--- config.mk ---
export PLATFORM = sky130hd
export DESIGN_NAME = alu_share_arb_flat
export DESIGN_NICKNAME = d
export VERILOG_FILES = /design/src/rtl/alu_pkg.sv /design/src/rtl/alu_share_arb_if.sv /design/src/rtl/alu_control.sv /design/src/rtl/rr_arb2.sv /design/src/rtl/alu_share_arb.sv /design/src/flat_wrapper.sv
export SDC_FILE = /design/constraint.sdc
export NUM_CORES = 1
export LEC_CHECK = 0
export ABC_AREA = 1
export CORE_MARGIN = 3
export CORE_UTILIZATION = 35
export DETAILED_ROUTE_END_ITERATION = 7
export PLACE_DENSITY = 0.59
export SYNTH_ARGS = -nofsm -noshare
export SYNTH_HDL_FRONTEND = slang
export SYNTH_SLANG_ARGS = --single-unit
--- constraint.sdc ---
create_clock -name clk -period 3.6 [get_ports clk]
set_input_delay 0.72 -clock clk [delete_from_list [all_inputs] [get_ports clk]]
set_output_delay 0.72 -clock clk [all_outputs]
set_load 0.02 [all_outputs]
--- src/rtl/alu_pkg.sv ---
// alu_pkg: shared definitions for the ALU sharing arbiter.
//   - 4-bit ALU op-code constants (ALU_ADD .. ALU_SLTU) and ALU_OP_MAX.
//   - alu_op_t: op-code type carried on the request bus.
//   - state_e:  2-bit sequencer state encoding (IDLE/EXEC/RESP).
package alu_pkg;

    typedef logic [3:0] alu_op_t;

    localparam alu_op_t ALU_ADD  = 4'b0000;
    localparam alu_op_t ALU_SUB  = 4'b0001;
    localparam alu_op_t ALU_XOR  = 4'b0010;
    localparam alu_op_t ALU_OR   = 4'b0011;
    localparam alu_op_t ALU_AND  = 4'b0100;
    localparam alu_op_t ALU_SLL  = 4'b0101;
    localparam alu_op_t ALU_SRL  = 4'b0110;
    localparam alu_op_t ALU_SRA  = 4'b0111;
    localparam alu_op_t ALU_SLT  = 4'b1000;
    localparam alu_op_t ALU_SLTU = 4'b1001;

    // Highest legal op-code; anything above is reported through rsp_err.
    localparam alu_op_t ALU_OP_MAX = ALU_SLTU;

    typedef enum logic [1:0] {
        ST_IDLE = 2'b00,
        ST_EXEC = 2'b01,
        ST_RESP = 2'b10
    } state_e;

endpackage

--- src/rtl/alu_share_arb_if.sv ---
// alu_share_arb_if: request/response bus between the two requesters and
// the shared-ALU arbiter.
//   req_valid/req_ready [1:0] : per-port request handshake
//   req_a*/req_b*/req_op*     : operands and op-code for port 0 and port 1
//   rsp_valid/rsp_ready [1:0] : per-port response handshake
//   rsp_result, rsp_err       : registered result and illegal-op flag
//   busy                      : arbiter is not idle
// Modports: master = requester side, slave = arbiter side.
interface alu_share_arb_if;
    import alu_pkg::*;

    logic [1:0]  req_valid;
    logic [1:0]  req_ready;
    logic [31:0] req_a0;
    logic [31:0] req_b0;
    logic [31:0] req_a1;
    logic [31:0] req_b1;
    alu_op_t     req_op0;
    alu_op_t     req_op1;
    logic [1:0]  rsp_valid;
    logic [1:0]  rsp_ready;
    logic [31:0] rsp_result;
    logic        rsp_err;
    logic        busy;

    modport master (
        output req_valid, req_a0, req_b0, req_a1, req_b1, req_op0, req_op1, rsp_ready,
        input  req_ready, rsp_valid, rsp_result, rsp_err, busy
    );

    modport slave (
        input  req_valid, req_a0, req_b0, req_a1, req_b1, req_op0, req_op1, rsp_ready,
        output req_ready, rsp_valid, rsp_result, rsp_err, busy
    );

endinterface

--- src/rtl/alu_control.sv ---
// alu_control: RV32I integer ALU, combinational.
//   T      : propagation delay for behavioural views (no effect on logic)
//   a, b   : operands
//   op     : op-code from alu_pkg; illegal op-codes yield 0
//   result : 32-bit result
module alu_control
    import alu_pkg::*;
#(
    parameter real T = 0.0
) (
    input  logic [31:0] a,
    input  logic [31:0] b,
    input  alu_op_t     op,
    output logic [31:0] result
);

    // A negative delay has no physical meaning; such an instance drives 0.
    if (T >= 0.0) begin : g_alu
        always_comb begin
            // NOTE: default assignment first so no path through the case leaves result unassigned (no latch).
            result = '0;
            case (op)
                ALU_ADD:  result = a + b;
                ALU_SUB:  result = a - b;
                ALU_XOR:  result = a ^ b;
                ALU_OR:   result = a | b;
                ALU_AND:  result = a & b;
                ALU_SLL:  result = a << b[4:0];
                ALU_SRL:  result = a >> b[4:0];
                ALU_SRA:  result = $unsigned($signed(a) >>> b[4:0]);
                ALU_SLT:  result = {31'b0, $signed(a) < $signed(b)};
                ALU_SLTU: result = {31'b0, a < b};
                default:  result = '0;
            endcase
        end
    end else begin : g_alu_invalid
        assign result = '0;
    end

endmodule

--- src/rtl/rr_arb2.sv ---
// rr_arb2: two-way round-robin grant, purely combinational.
//   valid [1:0] : request vector
//   prio        : favoured port when both request
//   gnt   [1:0] : one-hot grant (zero when nothing requests)
module rr_arb2 (
    input  logic [1:0] valid,
    input  logic       prio,
    output logic [1:0] gnt
);

    always_comb begin
        if (valid == 2'b11) begin
            gnt = prio ? 2'b10 : 2'b01;
        end else begin
            gnt = valid;
        end
    end

endmodule

--- src/rtl/alu_share_arb.sv ---
// alu_share_arb: shares one alu_control between the execute stage (port 0)
// and the address/CSR helper (port 1). One request is accepted at a time,
// its operands are latched, the ALU runs from the latches, and the result is
// returned to the granted port through a registered response.
//   T     : delay parameter forwarded to alu_control
//   clk   : rising-edge clock
//   rst_n : synchronous active-low reset
//   bus   : alu_share_arb_if.slave (request/response handshakes, busy)
module alu_share_arb
    import alu_pkg::*;
#(
    parameter real T = 0.0
) (
    input  logic           clk,
    input  logic           rst_n,
    alu_share_arb_if.slave bus
);

    state_e      state_q;
    logic        prio_q;
    logic        gnt_q;
    logic [31:0] a_q;
    logic [31:0] b_q;
    alu_op_t     op_q;
    logic [31:0] result_q;
    logic        err_q;
    logic [1:0]  rsp_valid_q;
    logic        busy_q;

    logic [1:0]  gnt;
    logic [31:0] alu_result;

    rr_arb2 u_arb (
        .valid (bus.req_valid),
        .prio  (prio_q),
        .gnt   (gnt)
    );

    alu_control #(.T(T)) u_alu (
        .a      (a_q),
        .b      (b_q),
        .op     (op_q),
        .result (alu_result)
    );

    // Ready depends only on request valids, state and prio, never on rsp_ready.
    assign bus.req_ready  = (state_q == ST_IDLE) ? gnt : 2'b00;
    assign bus.rsp_valid  = rsp_valid_q;
    assign bus.rsp_result = result_q;
    assign bus.rsp_err    = err_q;
    assign bus.busy       = busy_q;

    always_ff @(posedge clk) begin
        if (!rst_n) begin
            // NOTE: every register, operand latches included, is reset so an aborted transaction leaves nothing behind.
            state_q     <= ST_IDLE;
            prio_q      <= 1'b0;
            gnt_q       <= 1'b0;
            a_q         <= '0;
            b_q         <= '0;
            op_q        <= '0;
            result_q    <= '0;
            err_q       <= 1'b0;
            rsp_valid_q <= 2'b00;
            busy_q      <= 1'b0;
        end else begin
            // NOTE: non-blocking assignments so each register sees the other registers' pre-edge values.
            case (state_q)
                ST_IDLE: begin
                    if (|gnt) begin
                        a_q     <= gnt[1] ? bus.req_a1  : bus.req_a0;
                        b_q     <= gnt[1] ? bus.req_b1  : bus.req_b0;
                        op_q    <= gnt[1] ? bus.req_op1 : bus.req_op0;
                        gnt_q   <= gnt[1];
                        busy_q  <= 1'b1;
                        state_q <= ST_EXEC;
                    end
                end
                ST_EXEC: begin
                    result_q    <= alu_result;
                    err_q       <= (op_q > ALU_OP_MAX);
                    rsp_valid_q <= gnt_q ? 2'b10 : 2'b01;
                    state_q     <= ST_RESP;
                end
                ST_RESP: begin
                    // Only the granted port's rsp_ready completes the response.
                    if (bus.rsp_ready[gnt_q]) begin
                        rsp_valid_q <= 2'b00;
                        busy_q      <= 1'b0;
                        prio_q      <= ~gnt_q;
                        state_q     <= ST_IDLE;
                    end
                end
                default: begin
                    state_q <= ST_IDLE;
                end
            endcase
        end
    end

endmodule

--- src/flat_wrapper.sv ---
// flat-port wrapper written by rule: the top's interface ports become plain ports
module alu_share_arb_flat import alu_pkg::*;
#(
    parameter real T = 0.0
)
  (clk, rst_n, bus_req_valid, bus_req_a0, bus_req_b0, bus_req_a1, bus_req_b1, bus_req_op0, bus_req_op1, bus_rsp_ready, bus_req_ready, bus_rsp_valid, bus_rsp_result, bus_rsp_err, bus_busy);
  alu_share_arb_if bus_i ();
  input  logic clk;
  input  logic rst_n;
  input wire logic [$bits(bus_i.req_valid)-1:0] bus_req_valid;
  input wire logic [$bits(bus_i.req_a0)-1:0] bus_req_a0;
  input wire logic [$bits(bus_i.req_b0)-1:0] bus_req_b0;
  input wire logic [$bits(bus_i.req_a1)-1:0] bus_req_a1;
  input wire logic [$bits(bus_i.req_b1)-1:0] bus_req_b1;
  input wire logic [$bits(bus_i.req_op0)-1:0] bus_req_op0;
  input wire logic [$bits(bus_i.req_op1)-1:0] bus_req_op1;
  input wire logic [$bits(bus_i.rsp_ready)-1:0] bus_rsp_ready;
  output wire logic [$bits(bus_i.req_ready)-1:0] bus_req_ready;
  output wire logic [$bits(bus_i.rsp_valid)-1:0] bus_rsp_valid;
  output wire logic [$bits(bus_i.rsp_result)-1:0] bus_rsp_result;
  output wire logic [$bits(bus_i.rsp_err)-1:0] bus_rsp_err;
  output wire logic [$bits(bus_i.busy)-1:0] bus_busy;
  assign bus_i.req_valid = bus_req_valid;
  assign bus_i.req_a0 = bus_req_a0;
  assign bus_i.req_b0 = bus_req_b0;
  assign bus_i.req_a1 = bus_req_a1;
  assign bus_i.req_b1 = bus_req_b1;
  assign bus_i.req_op0 = bus_req_op0;
  assign bus_i.req_op1 = bus_req_op1;
  assign bus_i.rsp_ready = bus_rsp_ready;
  assign bus_req_ready = bus_i.req_ready;
  assign bus_rsp_valid = bus_i.rsp_valid;
  assign bus_rsp_result = bus_i.rsp_result;
  assign bus_rsp_err = bus_i.rsp_err;
  assign bus_busy = bus_i.busy;
  alu_share_arb #(.T(T)) u_core (.clk(clk), .rst_n(rst_n), .bus(bus_i));
endmodule
### Word-level counts from Yosys, hierarchy flattened

Cells that the tools add are included.

* bits in latches: 0
* RAM bits: 0
* output and inout port bits: 38
* word-level logic and storage cells: 64
* memories: 0
* register bits after elaboration: 108
* bits in read-only memories: 0
* input bits: 142

* $add $sub $neg: 2
* multipliers: 0
* eq/ne operators: 14
* mux-type cells: 17
* bitwise operators: 4
* divide/modulo/power cells: 0
* shifts and indexed selects: 3
* reductions and logical operators: 10
* order comparisons: 4

Operators with widths (number)
* one-hot mux 32 bit (10 select lines): 1
* less-than comparator 32 bit: 2
* two-way mux 32 bit: 2
* adder 32 bit: 1
* bitwise AND 32 bit: 1
* OR 32 bit: 1
* << shifter 32 x 5 -> 32 bit: 1
* right shift 32 x 5 -> 32 bit: 1
* >>> shifter 32 x 5 -> 32 bit: 1
* subtractor 32 bit: 1
* XOR 32 bit: 1
* equality test 4 x 3 -> 1 bit (second input constant): 4
* two-way mux 2 bit: 6
* equality test 4 x 2 -> 1 bit (second input constant): 2
* equality test 4 bit (second input constant): 2
* AND reduction 2 bit: 4
* one-hot mux 2 bit (3 select lines): 1
* equality test 2 bit (second input constant): 2
* equality test 4 x 1 -> 1 bit (second input constant): 1
* > comparator 4 bit (second input constant): 1
* zero test 4 bit: 1
* two-way mux 1 bit: 4
* two-way mux 4 bit: 1
* one-hot mux 2 bit (2 select lines): 1
* other kinds (10): 11

### Depth between registers and ports, before layout

* word-level depth: 5
* gate-level depth with buffers: 20

### Modules after synthesis

From an unflattened synthesis, not the netlist that was laid out.

* cell total of the unflattened synthesis: 2940
* area total of the unflattened synthesis: 15290.9 µm²

Modules (own cells, without submodules)
* alu_control: area an instance 10129.7 µm², cells each 2102, times used 1
* alu_share_arb: area an instance 5139.9 µm², cells each 833, times used 1
* rr_arb2: area an instance 21.3 µm², cells each 5, times used 1

### Least setup slack after synthesis

No wires, ideal clock.

* path type: flip-flop to flip-flop
* start: register u_core.b_q[3]
* end: register u_core.result_q[19], in the netlist u_core.bus.rsp_result[19]
* clock period less this slack: 2566 ps
* cell stages (with the launch flop): 18
* path buffers: 3
* slack: 1034 ps
* data arrival time: 2434 ps
* required time: 3468 ps
* cells stage by stage: dfxtp_1 inv_1 buf_2 buf_1 ha_1 buf_2 nor2_1 nand2_1 nor2_1 nand2_1 nand3_1 nand2_1 nand2_1 nand2_1 nand3_1 nand2_1 o21ai_0 a21oi_1

* longest elaborated chain between the ends: 2

RTL lines
* start: declaration: RTL line alu_share_arb.sv:23 `logic [31:0] b_q;`
* start signal: assignment: RTL line alu_share_arb.sv:72 `b_q <= gnt[1] ? bus.req_b1 : bus.req_b0;`
* subtractor 32 bit, or another cell as far along: RTL line alu_control.sv:24 `ALU_SUB: result = a - b;`
* one-hot mux 32 bit (10 select lines) (*): RTL line alu_control.sv:22 `case (op)`
* end signal: assignment: RTL line alu_share_arb.sv:80 `result_q <= alu_result;`
* end: declaration: RTL line alu_share_arb.sv:25 `logic [31:0] result_q;`

Mark *: on every way between the ends. The rest lies on a longest branch, timed or not.
A chain may end at the register's enable or synchronous reset.

### Worst setup path in the final report

* start: register u_core.op_q[2]
* end: register u_core.result_q[0], in the netlist u_core.bus.rsp_result[0]

* longest elaborated chain between the ends: 2

RTL lines
* start: declaration: RTL line alu_share_arb.sv:24 `alu_op_t op_q;`
* start signal: assignment: RTL line alu_share_arb.sv:73 `op_q <= gnt[1] ? bus.req_op1 : bus.req_op0;`
* equality test 4 bit, or another cell as far along: RTL line alu_control.sv:22
* one-hot mux 32 bit (10 select lines) (*): RTL line alu_control.sv:22

Marked as above.

==> metrics.txt <==
Async S/R FF share, synth=0; Post-synth EDFFs=0; synthesized instance count=around 2700; Synth Flop Type=dfxtp_1; DRT Pass-1 Iters=8; Multi-input gate area=10300 µm²; max-cap viol count=0; clock buffer depth=2; Crit Path Class=reg -> reg; initial core utilization=0.358; Post-CTS Setup Bufs=0; post-DR vias/cell=around 5.6; min cycle time layout=about 3.3 ns; Reg2Reg Depth=10; Final setup viols=0; fill count=approximately 4500; Die W=roughly 210 µm; data arrival time of the critical path=roughly 3.5 ns; HPWL Detailed=66400 µm; final setup TNS=0 ns; GPL Wtd Cong=between 1 and 1.5; end point of the critical path=u_core.bus.rsp_result[0]; CP endpoint kind=flip-flop; syn nets=~2900; register area=around 2200 µm²; row cnt=73; Hold Path Class=reg -> reg; pin count of the biggest net entering global routing=between 100 and 150; core area=40200 µm²; initial antenna violation count=4; Seq cells post-synth=108; post-route clock period utilization=0.908; root buf cell=clkbuf_16; sequential cell area fraction in the yosys report=0.150; leakage=approximately 0.0085 µW; drt initial violations=~2500; most frequent cells in the layout=nand2_1, nand3_1, inv_1; post-synthesis cell area=roughly 14000 µm²; vias in the first global route=roughly 18000; area leader, netlist=nand2_1; Worst EP required=3.87 ns; IO Port Bufs=about 180; fmax=roughly 300 MHz; die area=43500 µm²; crit path launch=u_core.op_q[2]; IR drop worst, VDD=roughly 0.26 mV; cts bufs inserted=9; commonest non-fill, non-tap cell in the layout=nand2_1; post-route cell area=approximately 17000 µm²; unrepaired setup endpoints after global routing=no; unique cell type count in the Yosys netlist=43; Overflow after GRT=0; Avg Inst Size Synth=~5.3 µm²; crit-path max FO=10; reg-to-reg endpoint=u_core.bus.rsp_result[0]; gr usage total=0.357; worst rel slew slack=0.211; DR WL/cell=roughly 24 µm; drt total wl=just over 80000 µm; I/O pin count=180; die height=roughly 210 µm; Worst setup SP type=flip-flop; fin worst setup slack=~0.33 ns; share of layout cells above drive strength 1=0.0437; Worst-Skew Late Latency=around 0.42 ns; fin cells=between 3000 and 4000; clock skew=slightly above 0.03 ns; outcome=complete, no violations; YS warnings=0; Place WS=between 0.4 and 0.5 ns; CTS tree=built; pwr dens=around 410 nW/µm²; share of the synthesized area in the top cell type=0.252; worst slew pin tran=roughly 1.2 ns; Post-DRT Antenna Nets=0; # DRC=0; final core utilization=0.426; H-Tree Depth=3; final hold vios=0; CTS resizes=0; RR Startpoint=u_core.op_q[2]; CTS Hold Bufs=0; top cells by area, synth=nand2_1, dfxtp_1, nand3_1, ha_1, inv_1; clock sink count=approximately 110; setup slack, reg-to-reg=between 0.3 and 0.4 ns; clock slew at reported path FFs=about 0.090 ns; total number of vias=around 19000; Placed Instances=3350; first-pass GRT wire length=about 120000 µm; placed standard-cell area=16800 µm²; area grow syn2layout=19.0%; final slew viol count=0; nets=~3100
logic make-up after synthesis:
family,share of synthesized area
AOI/OAI and AO/OA,0.152
and+or+nand+nor,0.474
DFF,0.150
buffers and inverters,0.135
adders and majority gates,0.0889
power breakdown:
part           total, µW  leakage (µW)  switching, µW  internal [µW]
clock               1070      0.000126            596            475
sequential          1530      0.000891            191           1330
combinational       4480       0.00744           3160           1330
layer usage:
metal  share of wire  vias to the layer above  track usage
met5               0                        -            0
li1                -                     8999            -
met1            0.43                     8593        0.488
met2            0.42                     1079        0.540
met3            0.10                      158       0.0775
met4           0.052                        0        0.156
worst max-delay path: stages, from the launching register on:
cell and delay (ns):
dfxtp_1 0.63, nor2_1 0.21, nand3_1 0.65, buf_4 0.29, a21boi_0 0.10, a211oi_1 0.47, nand3_1 0.37, nor2_1 0.19
nand2_1 0.06, nand2_1 0.05, a21oi_1 0.08
how the worst min path moves through the flow:
| stage | cells past startpoint | slack [ns] | start | to |
|---|---|---|---|---|
| after floorplan | 2 | 0.44 | u_core.prio_q | u_core.prio_q |
| after global placement | 2 | 0.45 | u_core.bus.rsp_result[2] | u_core.bus.rsp_result[2] |
| after detailed placement | 2 | 0.46 | u_core.bus.rsp_result[13] | u_core.bus.rsp_result[13] |
| after CTS | 2 | 0.47 | u_core.bus.rsp_result[2] | u_core.bus.rsp_result[2] |
| after global routing | 2 | 0.48 | u_core.bus.rsp_result[26] | u_core.bus.rsp_result[26] |
| final | 2 | 0.47 | u_core.bus.rsp_result[2] | u_core.bus.rsp_result[2] |
synth_stat cells (2+ instances only):
| cell | instances |
|---|---|
| nor4_1 | 3 |
| clkbuf_1 | 61 |
| o21bai_1 | 14 |
| or2_2 | 2 |
| a21oi_1 | 116 |
| inv_1 | 329 |
| buf_4 | 11 |
| a21o_1 | 2 |
| nor2_2 | 2 |
| nor2_1 | 180 |
| o21ai_0 | 123 |
| clkinv_1 | 3 |
| nand2_1 | 964 |
| nand3b_1 | 6 |
| nand4_1 | 26 |
| clkbuf_2 | 4 |
| buf_6 | 2 |
| o2111ai_1 | 4 |
| o21ai_1 | 12 |
| nand2_4 | 2 |
| nor3_1 | 18 |
| nand3_1 | 403 |
| buf_1 | 7 |
| or2_1 | 2 |
| ha_1 | 99 |
| a21boi_0 | 2 |
| dfxtp_1 | 108 |
| inv_2 | 7 |
| o221ai_1 | 4 |
| fa_1 | 2 |
| buf_2 | 54 |
| a211oi_1 | 3 |
| a31oi_1 | 70 |
| nor2_4 | 5 |
| o22ai_1 | 16 |
| and2_1 | 10 |
| o211ai_1 | 19 |
per-stage QoR:
stage	hold WS, ns	total power (µW)
floorplan	0.438	4080
global placement	0.453	5900
detailed placement	0.460	5880
CTS	0.471	6950
global route	0.480	7480
finish	0.468	7080
area by class of cell:
class                      instances  area share
inverter                         341      0.0751
sequential                       108       0.127
clock inverter                     6     0.00300
multi-input combinational       2113       0.601
clock buffer                       9      0.0132
timing repair buffer             263       0.142
antenna                            3    0.000439
tap                              525      0.0384
state kept, by name, indices dropped and copies added (netlist names):
signal,cells
u_core.bus.rsp_valid,2
u_core.a_q,32
u_core.op_q,4
u_core.bus.busy,1
u_core.state_q,2
u_core.b_q,32
u_core.prio_q,1
u_core.bus.rsp_result,32
u_core.bus.rsp_err,1
u_core.gnt_q,1
Note: power is estimated with default switching activity, not from simulation.
